--- config.mk ---
export PLATFORM = sky130hd
export DESIGN_NAME = act_sequencer
export DESIGN_NICKNAME = d
export VERILOG_FILES = /design/src/rtl/act_sequencer.sv
export SDC_FILE = /design/constraint.sdc
export NUM_CORES = 1
export LEC_CHECK = 0
export CAP_MARGIN = 15
export CORE_UTILIZATION = 31
export DETAILED_ROUTE_END_ITERATION = 16
export PLACE_DENSITY = 0.78
export SLEW_MARGIN = 10
export SYNTH_ARGS = -nofsm -noshare
export SYNTH_HDL_FRONTEND = slang
export SYNTH_SLANG_ARGS = --single-unit
--- constraint.sdc ---
create_clock -name clk -period 1.91 [get_ports clk]
set_input_delay 0.2865 -clock clk [delete_from_list [all_inputs] [get_ports clk]]
set_output_delay 0.2865 -clock clk [all_outputs]
set_load 0.01 [all_outputs]
--- src/rtl/act_sequencer.sv ---
// act_sequencer: streams a vector of FP32 elements from scratch memory through
// a clocked activation unit and writes the results back, one element per cycle.
// In-flight elements are tracked by a valid shift register whose tail is wr_en.
module act_sequencer #(
    parameter int ADDR_W  = 8,
    parameter int LEN_W   = 8,
    parameter int ACT_LAT = 1
) (
    input  logic              clk,
    input  logic              rst,
    input  logic              cmd_valid,
    output logic              cmd_ready,
    input  logic [ADDR_W-1:0] cmd_src,
    input  logic [ADDR_W-1:0] cmd_dst,
    input  logic [LEN_W-1:0]  cmd_len,
    output logic              rd_en,
    output logic [ADDR_W-1:0] rd_addr,
    input  logic [31:0]       rd_data,
    output logic [31:0]       act_x,
    output logic              act_en,
    input  logic [31:0]       act_out,
    output logic              wr_en,
    output logic [ADDR_W-1:0] wr_addr,
    output logic [31:0]       wr_data,
    output logic              busy,
    output logic              done,
    output logic [LEN_W-1:0]  neg_count
);

    typedef enum logic [1:0] {
        IDLE  = 2'd0,
        READ  = 2'd1,
        DRAIN = 2'd2,
        DONE  = 2'd3
    } state_t;

    state_t            state;
    state_t            state_next;
    logic [LEN_W-1:0]  remaining;
    logic [ACT_LAT:0]  vpipe;
    logic [ACT_LAT:0]  vpipe_next;
    logic              accept;
    logic              active_next;

    // Data passes straight through; only control is sequenced here.
    assign act_x      = rd_data;
    assign wr_data    = act_out;
    assign wr_en      = vpipe[ACT_LAT];
    assign cmd_ready  = !busy && !rst;
    assign accept     = cmd_valid && cmd_ready;
    assign vpipe_next = {vpipe[ACT_LAT-1:0], rd_en};

    // Next-state logic: read phase counts issued reads, drain waits for the pipe to empty.
    always_comb begin
        state_next = state;
        case (state)
            IDLE: begin
                if (accept) begin
                    state_next = (cmd_len == {LEN_W{1'b0}}) ? DONE : READ;
                end else begin
                    state_next = IDLE;
                end
            end
            READ: begin
                if (remaining == LEN_W'(1)) begin
                    state_next = DRAIN;
                end else begin
                    state_next = READ;
                end
            end
            DRAIN: begin
                // Only the tail (the write in this cycle) may still be occupied.
                if (vpipe[ACT_LAT-1:0] == {ACT_LAT{1'b0}}) begin
                    state_next = DONE;
                end else begin
                    state_next = DRAIN;
                end
            end
            DONE: begin
                // cmd_ready is already high here, so a new command can start immediately.
                if (accept) begin
                    state_next = (cmd_len == {LEN_W{1'b0}}) ? DONE : READ;
                end else begin
                    state_next = IDLE;
                end
            end
            default: begin
                state_next = IDLE;
            end
        endcase
    end

    assign active_next = (state_next == READ) || (state_next == DRAIN);

    // State, registered control outputs, address counters and negative-input counter.
    always_ff @(posedge clk) begin
        if (rst) begin
            state     <= IDLE;
            vpipe     <= {(ACT_LAT+1){1'b0}};
            remaining <= {LEN_W{1'b0}};
            rd_en     <= 1'b0;
            rd_addr   <= {ADDR_W{1'b0}};
            wr_addr   <= {ADDR_W{1'b0}};
            act_en    <= 1'b0;
            busy      <= 1'b0;
            done      <= 1'b0;
            neg_count <= {LEN_W{1'b0}};
        end else begin
            state  <= state_next;
            vpipe  <= vpipe_next;
            rd_en  <= (state_next == READ);
            busy   <= active_next;
            done   <= (state_next == DONE);
            act_en <= active_next && (|vpipe_next);
            if (accept) begin
                rd_addr   <= cmd_src;
                wr_addr   <= cmd_dst;
                remaining <= cmd_len;
                neg_count <= {LEN_W{1'b0}};
            end else begin
                if (state == READ) begin
                    remaining <= remaining - LEN_W'(1);
                    if (remaining != LEN_W'(1)) begin
                        rd_addr <= rd_addr + ADDR_W'(1);
                    end
                end
                if (wr_en) begin
                    wr_addr <= wr_addr + ADDR_W'(1);
                end
                // vpipe[0] marks the cycle in which rd_data carries a requested element.
                if (vpipe[0] && rd_data[31]) begin
                    neg_count <= neg_count + LEN_W'(1);
                end
            end
        end
    end

endmodule

==> results.md <==
- The number of standard cells after synthesis is roughly 290.
- The logic gate share of total power is 0.379.
- The number of nets in the layout is approximately 400.
- The filler-free cell count of the finished design is about 400.
- By startpoint and endpoint, the worst setup path is classified as flip-flop to flip-flop.
- The maximum clock rate is approximately 540 MHz.
- For this run, the number of Yosys warnings is 0.
- The minimum period implied by the final worst setup slack is ~1.9 ns.
- Max-cap violations in this run came to 0.
- STA puts the critical path data required time at between 2 and 2.5 ns.
- The clock share of power is 0.234.
- The root buffer cell chosen for the clock tree is clkbuf_8.
- After synthesis the cells add up to 0.002451 mm^2.
- Data arrives at the worst endpoint at about 2.1 ns.
- The sequential share of power is 0.387.
- The core region is between 0.007 and 0.008 mm^2.
- The initial antenna violation count is 0.
- The first TritonRoute pass finished after 4 iterations.
- The detailed router finished its first iteration with 39 violations.
- The worst hold-check path type is flip-flop to flip-flop.
- Dividing the detail-routed via count by the number of cells gives between 4 and 5.
- The final estimated routing congestion in global placement is about 0.80.
- The horizontal die dimension is slightly above 90 um.
- The largest total area in the synthesized netlist belongs to dfxtp_1.
- Counting the fill cells in the layout gives slightly below 800.
- The largest fanout on the critical path is 4.
- In the global route stage, overall resource usage came out at 0.1301.
- The via total after detailed routing is about 2k.
- The switching component of the power is approximately 0.97 mW.
- The clock passes through at most 2 buffers.
- The design draws between 2 and 3 mW.
- The die outline area is slightly above 0.008 mm^2.
- The number of clock buffers inserted by TritonCTS is 5.
- After detailed routing, the average wire length per cell comes to between 10 and 15 um.
- The core utilization of the finished layout is 0.3818.
- Dividing the final minimum period by the clock period gives 0.9714.
- The initial core utilization is 0.3188.
- In this run, synthesis inferred 0 flip-flops with an integrated enable.
- Measured against its own limit, the worst slew margin works out to 0.7688.
- The highest signal layer in the routed design is met4.
- The number of max-slew violations in the final report was 0.
- The leakage component of the power is 1.042 nW.
- The number of synthesized register bits is 40.
- The type of origin of the critical path is a flip-flop.
- The peak supply drop is about 0.53 mV.
- In this run, post-CTS hold repair placed 0 buffers.
- The post-synthesis to final-layout area growth is 19.76%.
- Between clock sinks in the finished design, the worst skew comes to 0.006718 ns.
- The clock latency on the worst-skew pair is 0.29 ns.
- During I/O placement, the number of pins put on the boundary was 185.
- The share of synthesized area in the top cell type comes to 0.3267.
- The switching portion of total power is 0.3272.
- The total congestion overflow is 0.
- The via count of the first global-routing pass was between 1.5k and 2k.
- The finished cells cover 0.002935 mm^2.
- The die is 90.92 um tall.
- The routed wire length on met2 is between 2 and 2.5 mm.
- For the pin with the worst max-slew slack, the measured transition is around 0.34 ns.
- The detailed placement HPWL is approximately 4.0 mm.
- The net count of the mapped netlist is 390.
- The detailed router put a total of 2.429 mm of wire on met1.
- The total number of clock tree sinks is 40.
- Detailed routing placed a total of approximately 380 um of wire on met3.
- Internal power comes to just under 2 mW.
- By area the synthesized netlist is led by dfxtp_1 33%, buf_4 20%, a211oi_1 6.1%.
- The total power divided by cell area is 1005 mW/mm^2.
- In the synthesized netlist the dominant register cell turns out to be dfxtp_1.
- Entering global routing, the biggest net connects 44 pins.
- The global-route wire length before repair is ~8.6 mm.
- STA classifies the critical path endpoint as a flip-flop.
- The sequential fraction of the synthesis area is 0.3267.
- The instance count after placement with tap cells included is roughly 390.
- The flow ran to the end, and the final reports show no timing, DRC or antenna violations.
- The remaining routing DRC violations is 0.
- In this run the remaining antenna-violating nets after routing total 0.
- The CTS H-tree depth is 2.
- The TritonCTS clock tree is yes.
- The count of final hold-check violations is 0.
- During placement, the flow inserted port buffers numbering just under 60.
- In the layout the commonest cells are 58 x clkdlybuf4s50_1, 39 x nor2_1, 39 x dfxtp_1.
- After clock tree synthesis, the clock-pin slew on the worst setup and hold paths is about 0.08 ns.
- The synthesized netlist contains 37 unique library cells.
- The fraction of synthesis flops using an asynchronous set or reset pin is 0.
- OpenSTA, run right after detailed placement, puts the worst setup slack at -0.1455 ns.
- In this run the cell area measured after placement is between 0.002 and 0.003 mm^2.
- A synthesized cell averages between 8 and 9 um^2.
- In the final layout, the share of cells above drive strength 1 is 0.1229.
- The floorplan has 32 rows.
- The number of inserted diodes is 0.
- Setup violations remaining at the end of the flow were counted as 0.
- The library cell used most frequently in the layout, excluding fill and tap cells, is clkdlybuf4s50_1.
- Once routing completed, OpenROAD measured the worst setup slack at about 0.055 ns.
- For this block, the routed nets add up to ~5.3 mm of wire.
-- synthesized netlist by cell type, types with 2 or more instances --
master,number
nor2b_1,4
xor2_1,8
nand4_1,10
nand2_1,13
or4_1,2
inv_1,9
buf_4,65
nor2_1,39
a311oi_1,2
nor3b_1,2
clkbuf_1,8
xnor2_1,16
o31ai_1,2
ha_1,10
nor3_1,2
nand3_1,6
nor4_1,4
or3_1,2
a211oi_1,20
o21ai_0,3
dfxtp_1,40
a21oi_1,7
-- repair_timing --
item,in CTS,in global routing
setup endpoints to repair,1,3
pin swaps,1,1
resized for setup,0,4
setup buffers,0,1
-- sequential cells by signal, indices dropped and copies added (netlist names), 2 cells and up --
signal / cells
rd_addr: 8
remaining: 8
state: 2
vpipe: 2
neg_count: 8
wr_addr: 8
-- per-stage QoR --
| stage | setup TNS, ns | hold WS [ns] |
|---|---|---|
| finish | 0 | 0.4964 |
| global route | -0.03377 | 0.5120 |
| CTS | 0 | 0.4996 |
| detailed placement | -0.2181 | 0.4789 |
| global placement | -0.1818 | 0.4822 |
| floorplan | 0 | 0.3695 |
-- routing by layer --
| metal | up-vias | track usage |
|---|---|---|
| met5 | - | 0 |
| met4 | 0 | 0.05952 |
| met3 | 20 | 0.03620 |
| met2 | 71 | 0.2052 |
| met1 | 910 | 0.1642 |
| li1 | 950 | - |
-- power by group through the flow --
| stage | Combinational (mW) | Clock (mW) | Sequential (mW) |
|---|---|---|---|
| floorplan | 0.695 | 0 | 1.15 |
| global placement | 1.04 | 0 | 1.14 |
| detailed placement | 1.08 | 0 | 1.14 |
| CTS | 1.09 | 0.712 | 1.13 |
| global route | 1.24 | 0.746 | 1.16 |
| finish | 1.12 | 0.689 | 1.14 |
-- critical path, stage by stage (launching register included) --
cell     delay, ns
dfxtp_2       0.33
inv_1         0.09
ha_1          0.15
nor3b_4       0.29
nand2_1       0.14
a22o_1        0.27
ha_1          0.30
o21ba_2       0.23
-- final timing paths --
path              endpoint  cells past startpoint          from  slack (ns)
setup / recovery    act_en                      7  remaining[1]        0.05
hold / removal    vpipe[0]                      1         rd_en        0.50
setup reg to reg    act_en                      7  remaining[1]        0.05
hold reg to reg   vpipe[0]                      1         rd_en        0.50
-- area by class of cell --
type                            instances  area (um^2)  area share
Multi-Input combinational cell        166         1121      0.3819
Sequential cell                        40        802.0      0.2732
Timing Repair Buffer                   78        743.2      0.2532
Tap cell                              102        127.6     0.04348
Clock buffer                            6        72.57     0.02472
Clock inverter                          2        35.03     0.01194
Inverter                                9        33.78     0.01151
-- cell families after synthesis --
logic type,after synthesis,synth area share
xor+xnor,24,0.08576
fa+ha+maj,10,0.05105
flops,40,0.3267
buf+inv,83,0.2266
mux,1,0.004084
compound gates,41,0.1240
simple gates,90,0.1817
No activity file was read; power rests on OpenSTA's default activity.
